===== src/rtl/dphy_clk_lane_tx.sv =====
// MIPI D-PHY transmit clock-lane sequencer: LP-11 -> LP-01 -> LP-00 -> HS-0 -> clock -> HS-0 -> LP-11.
// Define DPHY_CLK_LANE_TX_CONT_CLK_EN for continuous-clock mode (lane stays in HS once running).
module dphy_clk_lane_tx #(
    parameter int T_LPX     = 2,
    parameter int T_PREPARE = 3,
    parameter int T_ZERO    = 8,
    parameter int T_PRE     = 2,
    parameter int T_POST    = 16,
    parameter int T_TRAIL   = 3,
    parameter int T_EXIT    = 4
) (
    input  logic clk_i,
    input  logic rst_i,
    input  logic hs_req_i,
    output logic lp_p_o,
    output logic lp_n_o,
    output logic hs_oe_o,
    output logic hs_clk_en_o,
    output logic hs_ready_o,
    output logic idle_o
);

    typedef enum logic [3:0] {
        S_IDLE     = 4'd0,
        S_LP01     = 4'd1,
        S_LP00     = 4'd2,
        S_HS_ZERO  = 4'd3,
        S_HS_PRE   = 4'd4,
        S_HS_RUN   = 4'd5,
        S_HS_POST  = 4'd6,
        S_HS_TRAIL = 4'd7,
        S_EXIT     = 4'd8
    } state_t;

    state_t     state;
    state_t     state_nxt;
    logic [7:0] cnt;
    logic [7:0] cnt_nxt;

    // Counter preload for a freshly entered state; untimed states park at zero.
    function automatic logic [7:0] load_for(input state_t s);
        case (s)
            S_LP01:     return 8'(T_LPX - 1);
            S_LP00:     return 8'(T_PREPARE - 1);
            S_HS_ZERO:  return 8'(T_ZERO - 1);
            S_HS_PRE:   return 8'(T_PRE - 1);
            S_HS_POST:  return 8'(T_POST - 1);
            S_HS_TRAIL: return 8'(T_TRAIL - 1);
            S_EXIT:     return 8'(T_EXIT - 1);
            default:    return 8'd0;
        endcase
    endfunction

    // Next-state and timer update; the request is only looked at in IDLE and HS_RUN.
    always_comb begin
        state_nxt = state;
        cnt_nxt   = cnt;
        case (state)
            S_IDLE:     state_nxt = hs_req_i ? S_LP01 : S_IDLE;
            S_LP01:     state_nxt = (cnt == 8'd0) ? S_LP00 : S_LP01;
            S_LP00:     state_nxt = (cnt == 8'd0) ? S_HS_ZERO : S_LP00;
            S_HS_ZERO:  state_nxt = (cnt == 8'd0) ? S_HS_PRE : S_HS_ZERO;
            S_HS_PRE:   state_nxt = (cnt == 8'd0) ? S_HS_RUN : S_HS_PRE;
`ifdef DPHY_CLK_LANE_TX_CONT_CLK_EN
            S_HS_RUN:   state_nxt = S_HS_RUN;
`else
            S_HS_RUN:   state_nxt = hs_req_i ? S_HS_RUN : S_HS_POST;
`endif
            S_HS_POST:  state_nxt = (cnt == 8'd0) ? S_HS_TRAIL : S_HS_POST;
            S_HS_TRAIL: state_nxt = (cnt == 8'd0) ? S_EXIT : S_HS_TRAIL;
            S_EXIT:     state_nxt = (cnt == 8'd0) ? S_IDLE : S_EXIT;
            default:    state_nxt = S_IDLE;
        endcase
        if (state_nxt != state) begin
            cnt_nxt = load_for(state_nxt);
        end else if (cnt != 8'd0) begin
            cnt_nxt = cnt - 8'd1;
        end else begin
            cnt_nxt = cnt;
        end
    end

    // State, timer and outputs; outputs decode the next state so they change on the entry edge.
    always_ff @(posedge clk_i) begin
        if (rst_i) begin
            state       <= S_IDLE;
            cnt         <= 8'd0;
            lp_p_o      <= 1'b1;
            lp_n_o      <= 1'b1;
            hs_oe_o     <= 1'b0;
            hs_clk_en_o <= 1'b0;
            hs_ready_o  <= 1'b0;
            idle_o      <= 1'b1;
        end else begin
            state       <= state_nxt;
            cnt         <= cnt_nxt;
            lp_p_o      <= (state_nxt == S_IDLE) || (state_nxt == S_EXIT);
            lp_n_o      <= (state_nxt == S_IDLE) || (state_nxt == S_EXIT) || (state_nxt == S_LP01);
            hs_oe_o     <= (state_nxt == S_HS_ZERO) || (state_nxt == S_HS_PRE) ||
                           (state_nxt == S_HS_RUN)  || (state_nxt == S_HS_POST) ||
                           (state_nxt == S_HS_TRAIL);
            hs_clk_en_o <= (state_nxt == S_HS_PRE) || (state_nxt == S_HS_RUN) ||
                           (state_nxt == S_HS_POST);
            hs_ready_o  <= (state_nxt == S_HS_RUN);
            idle_o      <= (state_nxt == S_IDLE);
        end
    end

endmodule


===== config.mk =====
export PLATFORM = sky130hd
export DESIGN_NAME = dphy_clk_lane_tx
export DESIGN_NICKNAME = d
export VERILOG_FILES = /design/src/rtl/dphy_clk_lane_tx.sv
export SDC_FILE = /design/constraint.sdc
export NUM_CORES = 1
export LEC_CHECK = 0
export ABC_AREA = 1
export CORE_MARGIN = 1.5
export CORE_UTILIZATION = 53
export CTS_BUF_LIST = sky130_fd_sc_hd__clkbuf_8
export DETAILED_ROUTE_END_ITERATION = 7
export GPL_TIMING_DRIVEN = 0
export PLACE_DENSITY = 0.77
export SKIP_CTS_REPAIR_TIMING = 1
export SYNTH_ARGS = -nofsm -noshare
export SYNTH_HDL_FRONTEND = slang
export SYNTH_SLANG_ARGS = --single-unit

===== constraint.sdc =====
create_clock -name clk_i -period 1.5 [get_ports clk_i]
set_input_delay 0.3 -clock clk_i [delete_from_list [all_inputs] [get_ports clk_i]]
set_output_delay 0.3 -clock clk_i [all_outputs]
set_load 0.01 [all_outputs]

# After elaboration in Yosys (flattened, before gate mapping)
# Cells that the tools add are included.
dict set report word_totals {
  output_inout_bits 6
  input_bits 3
  register_bits 18
}
dict set report classes {
  n_reduce_logical 15
  mux 13
  add_sub_neg 1
  n_eq_ne 17
}
# op n
set op_table {}
lappend op_table {{4-bit case mux with 9 select lines} 1}
lappend op_table {{4-bit by 3-bit equality test with 1-bit output, second input constant} 8}
lappend op_table {{4-bit case mux with 5 select lines} 1}
lappend op_table {{4-bit by 2-bit equality test with 1-bit output, second input constant} 4}
lappend op_table {{8-bit two-way mux} 2}
lappend op_table {{4-bit by 1-bit equality test with 1-bit output, second input constant} 2}
lappend op_table {{4-bit equality test, second input constant} 2}
lappend op_table {{4-bit logical NOT} 2}
lappend op_table {{8-bit logical NOT} 1}
lappend op_table {{1-bit logical OR} 8}
lappend op_table {{4-bit two-way mux} 2}
lappend op_table {{8-bit nonzero test} 1}
lappend op_table {{8-bit by 1-bit subtractor with 8-bit output, second input constant} 1}
lappend op_table {{1-bit two-way mux} 4}
lappend op_table {{2-bit two-way mux} 2}
lappend op_table {{4-bit inequality test} 1}
lappend op_table {{2-bit OR reduction} 2}
lappend op_table {{3-bit two-way mux} 1}
lappend op_table {{2-bit nonzero test} 1}

# Depth between registers and ports, before layout
# Gate-level depths: netlist of the first run.
dict set report logic_depth {
  word_depth 8
  mapped_depth 15
  ltp_nobuf 15
}

# Least setup slack after synthesis of the first run
# OpenSTA, ideal clock, no wires.
dict set report synth_timing {
  kind {reg-to-reg}
  startpoint {register cnt[0]}
  endpoint {register cnt[1]}
  arrival_ns 1.504
  stages_incl_launch_ff 14
  setup_time_ns 0.115
  required_time_ns 1.385
  setup_slack_ns -0.119
  cell_sequence {dfxtp_1 -> inv_1 -> ha_1 -> nand2_4 -> inv_2 -> nand2_4 -> nand2_2 -> nand3_4 -> nand2_1 -> nand3_2 -> nor2_2 -> inv_1 -> o21ai_2 -> a21oi_2}
}
dict set report synth_via {
  elab_chain_len 7
  elab_cells_between_ends 25
  cone_classes {add/sub (1); eq/ne (8); mux (11); reduce/logical (5)}
}
# element line
set synth_rtl {}
lappend synth_rtl {{start: declaration} 37} ;# logic [7:0] cnt;
lappend synth_rtl {{start signal: assignment} 96} ;# cnt <= cnt_nxt;
lappend synth_rtl {{8-bit logical NOT} --}
lappend synth_rtl {{4-bit two-way mux, or another cell as far along} 70} ;# S_HS_TRAIL: state_nxt = (cnt == 8'd0) ? S_EXIT : S_HS_TRAIL;
lappend synth_rtl {{4-bit case mux with 9 select lines} 58} ;# case (state)
lappend synth_rtl {{4-bit by 3-bit equality test with 1-bit output, or another cell as far along} 42} ;# case (s)
lappend synth_rtl {{2-bit OR reduction (no source line)} --}
lappend synth_rtl {{4-bit case mux with 5 select lines} 42}
lappend synth_rtl {{8-bit two-way mux} 74} ;# if (state_nxt != state) begin
# Parallel ways exist; a longest one is shown, timed or not. The select of a mux whose other input is x is not followed.
# A chain may end at the register's enable or synchronous reset.

# Worst setup path after layout of the first run
dict set report layout_timing {
  startpoint {register cnt[0]}
  endpoint {register cnt[0]}
}
# The elaborated chain is that of the path after synthesis.

==> metrics.cfg, run 1 <==
[critical_path]
worst_ep_arrival_time_ns = 1.95
cp-end-kind = flip-flop
r2r-end = cnt[0]$_SDFFE_PP0P_
path_cells = inv_2 > ha_4 > nand2_8 > nor2_8 > nand2_2 > nand3_4 > inv_2 > nor2_1 > nand2_2 > nand2_1 > inv_2 > nand2_1 > nand2_1 > a21oi_2
reg2regPathDepth = 14
cp_slowest_cell = dfxtp_2
criticalPathCategory = reg -> reg
r2r_start = cnt[0]$_SDFFE_PP0P_
regToRegSetupSlack_ns = -0.27
start_kind = flip-flop
cp_max_fo = 6
critical_path.max_stage_delay_ns = 0.34
cp_data_required_time_ns = 1.68

[yosys]
synth_area_leader_cell = dfxtp_1
synth_area_leaders = dfxtp_1, nand2_1, inv_1, nor2_1, nand2_4
synth_fp_nets = 159
syn_area_um2 = 1110
yosys.area.top_type_share_pct = 32.47
synth.distinct_cells = 27
synth.avg_cell_area_um2 = 7.160
netlist_instances = 155
yosysSeqAreaShare_pct = 32.47
synth_seq_cells = 18
synth_warnings = 0

[clock_network]
cts_sinks = 18
clk_path_buf_depth = 2
clkLatencyLatePin_ns = 0.26
clk_pin_slew_worst_paths_ns = 0.07
cts_buffers = 3
cts_root_buffer = clkbuf_8
cts_tree = yes
h-tree-depth = 1

[global_routing]
grt_first_pass_wirelength_um = 3650
track_usage_pct = 19.75
grt_overflow = 0
grt_max_degree = 11
antenna_found_initial = 0
grt_pass1_vias = 881

[die]
ioPinCount = 9
die_w_um = 48.76
core_um2 = 1962
die_h_um = 48.76
die_area_um2 = 2378
std_cell_rows = 16
start_util_pct = 56.57

[route]
drt_iter0_drc = 21
via_per_inst = 5.100
met2WireLength_um = 1414
wl_per_cell_um = 13.49
ant_nets = 0
vias = 1025
drc = 0
wl_met3_um = 125
dr.pass1.iters = 4
finalWirelength_um = 2712
topRoutingLayerUsed = met4
wl_met1_um = 1127

[sta]
relSlewSlack_pct = 78.64
rsz0062_at_grt = true
fmax_mhz = 564.7
clock_skew_ns = 0.001758
worst_pin_slew_ns = 0.3194
finalSetupViolations = 12
fin_ws_ns = -0.2707
slew_viol_final = 0
min_period_ns = 1.771
fin_crit_sh_pct = 118.0
finalHoldViolCount = 0
worst_hold_slack_ns = 0.5346

[placement]
dp_cells = 190
place_ws_ns = -0.4014
port_buffers = 8
place_congestion = 0.8617
dp_hpwl_um = 1647

[run_status]
outcome = finished with violations
violations = setup timing

[final_layout]
final_util_pct = 75.45
drive_gt1_share_pct = 42.53
layout_commonest_cell = nand2_1
final_cells = 201
antenna_cells = 0
final_cell_mix = nand2_1, nor2_1, inv_1, dfxtp_1
areaGrowthSynthToFinish_pct = 33.37
fin_nets = 179

[worst_hold_path]
whs_path_depth = 2
min_path_type = reg -> reg
min_from = cnt[0]$_SDFFE_PP0P_
hold_path_end = cnt[0]$_SDFFE_PP0P_

[run]
drv_cap = 0

[state kept, by name, summed over array words and instances, names as in the netlist]
name / cells
cnt: 8
hs_clk_en_o: 1
hs_oe_o: 1
hs_ready_o: 1
idle_o: 1
lp_n_o: 1
lp_p_o: 1
state: 4
[through the flow]
stage	cell area, um2	TNS (ns)
CTS	1306	-0.9296
global placement	1251	-1.743
finish	1480	-1.708
floorplan	1137	-0.01720
detailed placement	1251	-2.071
global route	1480	-2.855
[cells in the mapped netlist]
master	instances
o21ai_1	1
nor3_1	5
a21oi_1	2
a21oi_2	2
o21ai_2	1
or2_2	1
dfxtp_1	18
nand3_2	2
xor2_1	3
a21boi_2	1
a211oi_2	1
xnor2_1	1
nor2_1	16
nor2_2	6
inv_2	6
nand3_1	8
ha_1	1
nor2_4	4
nand4_1	3
nand3_4	1
nand2_4	4
inv_1	17
nor2_8	1
nand2_1	37
nand2_2	7
inv_4	2
o21ai_0	4
[worst max-delay path, delay by kind of cell, from the launching register on]
family | cells | cell delay, ns
AOI/OAI and AO/OA | 1 | 0.12
buffers and inverters | 3 | 0.20
adders and majority gates | 1 | 0.18
and+or+nand+nor | 9 | 0.85
DFF | 1 | 0.34
[layer usage]
layer	up-vias	global-route usage, %
met5	-	0
met4	0	7.143
met3	7	3.086
met2	24	34.02
met1	477	24.90
li1	517	-
[cell families after synthesis]
kind of cell,Yosys count,synth area share (%)
and+or+nand+nor,95,46.67
buffers and inverters,25,8.906
AOI/OAI and AO/OA,12,7.666
DFF,18,32.47
xor gates and xnor gates,4,3.157
adders and majority gates,1,1.127
[how the worst max path moves through the flow]
stage | from | to | cells past startpoint | slack [ns]
final | cnt[0]$_SDFFE_PP0P_ | cnt[0]$_SDFFE_PP0P_ | 14 | -0.27
after global routing | cnt[0]$_SDFFE_PP0P_ | cnt[0]$_SDFFE_PP0P_ | 14 | -0.35
after CTS | cnt[1]$_SDFFE_PP0P_ | cnt[1]$_SDFFE_PP0P_ | 13 | -0.22
after detailed placement | hs_req_i | cnt[0]$_SDFFE_PP0P_ | 14 | -0.40
after global placement | hs_req_i | cnt[0]$_SDFFE_PP0P_ | 14 | -0.38
after floorplan | cnt[1]$_SDFFE_PP0P_ | cnt[1]$_SDFFE_PP0P_ | 13 | -0.02
[area by class of cell]
cell class                      instances  area (um2)
Tap cell                               27       33.78
Multi-Input combinational cell        112       777.0
Clock buffer                            4       55.05
Sequential cell                        18       367.9
Timing Repair Buffer                   15       140.1
Fill cell                             173       481.7
Inverter                               25       106.4
Power of run 1 is not shown: default switching activity piles up to over one toggle a cycle in this logic, so the estimate is an artifact.
==> run 2, diff against run 1 <==
--- a/config.mk
+++ b/config.mk
@@ -9,6 +9,7 @@
 export CORE_MARGIN = 1.5
 export CORE_UTILIZATION = 53
 export CTS_BUF_LIST = sky130_fd_sc_hd__clkbuf_8
+export CTS_CLUSTER_DIAMETER = 40
 export DETAILED_ROUTE_END_ITERATION = 7
 export GPL_TIMING_DRIVEN = 0
 export PLACE_DENSITY = 0.77
==> constraint.sdc (replaced) <==
create_clock -name clk_i -period 1.6 [get_ports clk_i]
set_input_delay 0.32 -clock clk_i [delete_from_list [all_inputs] [get_ports clk_i]]
set_output_delay 0.32 -clock clk_i [all_outputs]
set_load 0.01 [all_outputs]
==> run 2 against run 1 <==
  * Critical path depth decreased by 1
  * Die area unchanged
  * The flow still finishes with violations (setup timing)
  * Largest cell class unchanged
  * Flip-flop and latch count unchanged
  * Worst hold slack got worse by 0.043 ns
  * Core utilization decreased by 4.3 points
  * Critical path type unchanged
  * Wire length decreased by 12%
  * Cell count decreased by 1.5%
  * First-iteration DRC count increased by 24%
==> metrics.cfg, run 2 (synthesized netlist as in run 1, its figures left out) <==
[critical_path]
start_kind = flip-flop  ; unchanged
worst_ep_arrival_time_ns = 1.95  ; about the same
cp_data_required_time_ns = 1.80  ; was 1.68 ns
criticalPathCategory = reg -> reg  ; unchanged
cp-end-kind = flip-flop  ; unchanged
cp_max_fo = 6  ; unchanged

[final_layout]
final_cells = 198  ; was 201
reg_top3 = cnt x8, state x4  ; unchanged
final_cell_mix = nand2_1, inv_1, nor2_1  ; was nand2_1, nor2_1, inv_1, dfxtp_1
largest_reg_flops = 8  ; unchanged
final_util_pct = 71.17  ; was 75.45%
largest-register = cnt  ; unchanged
drive_gt1_share_pct = 38.01  ; was 42.53%
fin_nets = 176  ; was 179
areaGrowthSynthToFinish_pct = 25.82  ; was 33.37%
multiInputGateArea_um2 = 732.0  ; was 777.0 um2
layout_commonest_cell = nand2_1  ; unchanged
ff_latch_area_um2 = 366.6  ; was 367.9 um2
antenna_cells = 0  ; unchanged
fill_cells = 182  ; was 173

[die]
die_w_um = 48.76  ; unchanged
std_cell_rows = 16  ; unchanged
core_um2 = 1962  ; unchanged
ioPinCount = 9  ; unchanged
die_h_um = 48.76  ; unchanged
die_area_um2 = 2378  ; unchanged
start_util_pct = 56.57  ; unchanged

[global_routing]
grt_first_pass_wirelength_um = 3767  ; was 3650 um
antenna_found_initial = 0  ; unchanged
track_usage_pct = 20.30  ; was 19.75%
grt_pass1_vias = 916  ; was 881
grt_max_degree = 11  ; unchanged
grt_overflow = 0  ; unchanged

[route]
vias = 1019  ; was 1025
finalWirelength_um = 2390  ; was 2712 um
wl_per_cell_um = 12.07  ; was 13.49 um
via_per_inst = 5.146  ; was 5.100
drc = 0  ; unchanged
ant_nets = 0  ; unchanged
drt_iter0_drc = 26  ; was 21
dr.pass1.iters = 4  ; unchanged

[run]
drv_cap = 0  ; unchanged

[sta]
relSlewSlack_pct = 80.45  ; was 78.64%
fmax_mhz = 569.8  ; was 564.7 MHz
rsz0062_at_grt = true  ; unchanged
clock_skew_ns = 0.004177  ; was 0.001758 ns
min_period_ns = 1.755  ; was 1.771 ns
fin_crit_sh_pct = 109.7  ; was 118.0%
slew_viol_final = 0  ; unchanged
worst_pin_slew_ns = 0.2930  ; was 0.3194 ns
finalHoldViolCount = 0  ; unchanged
worst_hold_slack_ns = 0.4916  ; was 0.5346 ns
finalSetupViolations = 5  ; was 12
fin_ws_ns = -0.1550  ; was -0.2707 ns

[placement]
place_ws_ns = -0.3734  ; was -0.4014 ns
port_buffers = 8  ; unchanged
dp_hpwl_um = 1692  ; was 1647 um
dp_cells = 190  ; unchanged
place_congestion = 0.8558  ; was 0.8617

[run_status]
outcome = finished with violations  ; unchanged
violations = setup timing  ; unchanged

[clock_network]
cts_root_buffer = clkbuf_8  ; unchanged
h-tree-depth = 1  ; unchanged
clk_path_buf_depth = 2  ; unchanged
cts_sinks = 18  ; unchanged
clk_pin_slew_worst_paths_ns = 0.07  ; about the same
cts_tree = yes  ; unchanged
cts_buffers = 3  ; unchanged
clkLatencyLatePin_ns = 0.26  ; about the same

[worst_hold_path]
min_path_type = reg -> reg  ; unchanged

[run 2: worst max-delay path, cell delays in order, from the launching register on]
cell and delay [ns]:
dfxtp_1 0.35, nor2_4 0.16, nand2_4 0.10, nor2_8 0.19, nor2_4 0.04, nor2_2 0.15
nand2_2 0.12, nor2_4 0.15, nand2_2 0.07, nand2_2 0.09, nor2_4 0.04, nand2_1 0.06
nand2_2 0.06, a21oi_2 0.10
[run 2: per-layer routing]
layer / GRT usage, % / up-vias / wire [um]
li1: - / 518 / -
met1: 24.95 / 466 / 1087
met2: 35.39 / 31 / 1169
met3: 3.704 / 4 / 97
met4: 7.143 / 0 / 36
met5: 0 / - / 0
[run 2: area by class of cell]
type,count,share of cell area [%]
inverter,25,7.079
sequential,18,26.25
tap,27,2.419
clock buffer,4,3.943
multi-input combinational,112,52.42
timing repair buffer,12,7.885
[run 2: path summary, 6_finish.rpt]
path | start | endpoint | slack (ns) | depth (start not counted)
setup / recovery | cnt[3]$_SDFFE_PP0P_ | cnt[1]$_SDFFE_PP0P_ | -0.16 | 13
hold / removal | cnt[0]$_SDFFE_PP0P_ | cnt[0]$_SDFFE_PP0P_ | 0.49 | 2
setup reg to reg | cnt[3]$_SDFFE_PP0P_ | cnt[1]$_SDFFE_PP0P_ | -0.16 | 13
hold reg to reg | cnt[0]$_SDFFE_PP0P_ | cnt[0]$_SDFFE_PP0P_ | 0.49 | 2
[run 2: through the flow]
stage / TNS (ns) / area [um2]
2_1_floorplan: 0 / 1112
3_3_place_gp: -1.104 / 1226
3_5_place_dp: -1.531 / 1226
4_1_cts: -0.8938 / 1281
5_1_grt: -1.261 / 1396
6_report: -0.4709 / 1396
Power of run 2 is left out for the same reason.
==> run 3, diff against run 2 <==
--- a/config.mk
+++ b/config.mk
@@ -7,12 +7,11 @@
 export LEC_CHECK = 0
 export ABC_AREA = 1
 export CORE_MARGIN = 1.5
-export CORE_UTILIZATION = 53
+export CORE_UTILIZATION = 55
 export CTS_BUF_LIST = sky130_fd_sc_hd__clkbuf_8
 export CTS_CLUSTER_DIAMETER = 40
 export DETAILED_ROUTE_END_ITERATION = 7
-export GPL_TIMING_DRIVEN = 0
-export PLACE_DENSITY = 0.77
+export PLACE_DENSITY = 0.76
 export SKIP_CTS_REPAIR_TIMING = 1
 export SYNTH_ARGS = -nofsm -noshare
 export SYNTH_HDL_FRONTEND = slang
==> constraint.sdc (replaced) <==
create_clock -name clk_i -period 2.3 [get_ports clk_i]
set_input_delay 0.46 -clock clk_i [delete_from_list [all_inputs] [get_ports clk_i]]
set_output_delay 0.46 -clock clk_i [all_outputs]
set_load 0.01 [all_outputs]
==> run 3 against run 2 <==
  * The run now ends clean
  * Cell count down 2.5%
  * Critical path depth up 1
  * Core utilization down 5.4 points
  * Critical endpoint is now cnt[0]$_SDFFE_PP0P_
  * Highest routed layer unchanged
==> metrics.cfg, run 3 (synthesized netlist as in run 1, its figures left out) <==
[die]
start_util_pct = 57.75  ; was 56.57%
ioPinCount = 9  ; unchanged
die_w_um = 47.92  ; was 48.76 um
core_um2 = 1922  ; was 1962 um2
std_cell_rows = 16  ; unchanged
die_h_um = 47.92  ; was 48.76 um
die_area_um2 = 2296  ; was 2378 um2

[clock_network]
cts_root_buffer = clkbuf_8  ; unchanged
cts_buffers = 3  ; unchanged
clk_pin_slew_worst_paths_ns = 0.06  ; was 0.07 ns
clkLatencyLatePin_ns = 0.25  ; was 0.26 ns
cts_tree = yes  ; unchanged
clk_path_buf_depth = 2  ; unchanged
h-tree-depth = 1  ; unchanged
cts_sinks = 18  ; unchanged

[sta]
finalSetupViolations = 0  ; was 5
fin_ws_ns = 0.4457  ; was -0.1550 ns
rsz0062_at_grt = false  ; was true
fin_crit_sh_pct = 80.62  ; was 109.7%
finalHoldViolCount = 0  ; unchanged
fin_setup_tns_ns = 0  ; was -0.4709 ns
min_period_ns = 1.854  ; was 1.755 ns
worst_pin_slew_ns = 0.2674  ; was 0.2930 ns
clock_skew_ns = 0.001812  ; was 0.004177 ns
relSlewSlack_pct = 82.11  ; was 80.45%
fmax_mhz = 539.3  ; was 569.8 MHz
slew_viol_final = 0  ; unchanged

[worst_hold_path]
whs_path_depth = 2  ; unchanged
min_path_type = reg -> reg  ; unchanged

[final_layout]
reg_top3 = cnt x8, state x4  ; unchanged
layout_commonest_cell = nand2_1  ; unchanged
fin_nets = 172  ; was 176
largest-register = cnt  ; unchanged
final_cell_mix = nand2_1, dfxtp_1, inv_1  ; was nand2_1, inv_1, nor2_1
largest_reg_flops = 8  ; unchanged
drive_gt1_share_pct = 25.30  ; was 38.01%
antenna_cells = 0  ; unchanged
areaGrowthSynthToFinish_pct = 13.98  ; was 25.82%

[placement]
port_buffers = 8  ; unchanged
place_congestion = 0.8986  ; was 0.8558
dp_hpwl_um = 1786  ; was 1692 um
place_ws_ns = 0.2608  ; was -0.3734 ns

[route]
wl_per_cell_um = 11.39  ; was 12.07 um
drc = 0  ; unchanged
finalWirelength_um = 2198  ; was 2390 um
dr.pass1.iters = 4  ; unchanged
ant_nets = 0  ; unchanged
vias = 978  ; was 1019
via_per_inst = 5.067  ; was 5.146
drt_iter0_drc = 12  ; was 26

[global_routing]
antenna_found_initial = 0  ; unchanged
grt_overflow = 0  ; unchanged
grt_max_degree = 10  ; was 11
grt_first_pass_wirelength_um = 3532  ; was 3767 um
grt_pass1_vias = 908  ; was 916
track_usage_pct = 21.38  ; was 20.30%

[critical_path]
worst_ep_arrival_time_ns = 1.99  ; was 1.95 ns
cp_slowest_cell = dfxtp_1  ; unchanged
cp-end-kind = flip-flop  ; unchanged
path_cells = inv_1 > ha_1 > nand2_4 > inv_2 > nand2_4 > nand2_2 > nand3_4 > nand2_1 > nand3_2 > inv_4 > nor2_4 > nand2_1 > nand2_1 > a21oi_2  ; was nor2_4 > nand2_4 > nor2_8 > nor2_4 > nor2_2 > nand2_2 > nor2_4 > nand2_2 > nand2_2 > nor2_4 > nand2_1 > nand2_2 > a21oi_2
cp_max_fo = 7  ; was 6
critical_path.max_stage_delay_ns = 0.36  ; was 0.35 ns
cp_data_required_time_ns = 2.43  ; was 1.80 ns
reg2regPathDepth = 14  ; was 13
worst_path_most_repeated_cell = nand2_1
start_kind = flip-flop  ; unchanged
criticalPathCategory = reg -> reg  ; unchanged

[run]
drv_cap = 0  ; unchanged

[run_status]
outcome = finished, final reports clean  ; was finished with violations

==> run 3: per-layer routing <==
layer | global-route usage, % | routed length, um
met4 | 7.027 | 34
met2 | 37.60 | 1102
met1 | 27.05 | 1004
met3 | 2.264 | 57
met5 | 0 | 0
==> run 3: path summary, 6_finish.rpt <==
check	from	end	slack, ns
worst max-delay path	cnt[0]$_SDFFE_PP0P_	cnt[0]$_SDFFE_PP0P_	0.45
worst min-delay path	cnt[0]$_SDFFE_PP0P_	cnt[0]$_SDFFE_PP0P_	0.51
worst max register to register	cnt[0]$_SDFFE_PP0P_	cnt[0]$_SDFFE_PP0P_	0.45
worst min register to register	cnt[0]$_SDFFE_PP0P_	cnt[0]$_SDFFE_PP0P_	0.51
==> run 3: cell type report <==
class,instances,area (um2)
Tap cell,27,33.78
Multi-Input combinational cell,112,650.6
Sequential cell,18,360.3
Timing Repair Buffer,8,80.08
Inverter,25,98.84
Clock buffer,3,41.29
Fill cell,184,656.9
==> run 3: worst max-delay path, delay by kind of cell, from the launching register on <==
family | cells | cell delay, ns
AOI/OAI and AO/OA | 1 | 0.05
adders and majority gates | 1 | 0.25
and+or+nand+nor | 9 | 0.87
buffers and inverters | 3 | 0.20
DFF | 1 | 0.36
==> run 3: per-stage QoR <==
stage                     std cells  utilization, %  instance area, um2  hold WS (ns)
after floorplan                 155               -                1110        0.4590
after global placement          190           63.67                1224        0.4788
after detailed placement        190           63.67                1224        0.4987
after CTS                       193           65.82                1265        0.5083
after global routing            193           65.82                1265        0.5266
final                           193           65.82                1265        0.5074
Power of run 3 is left out for the same reason.
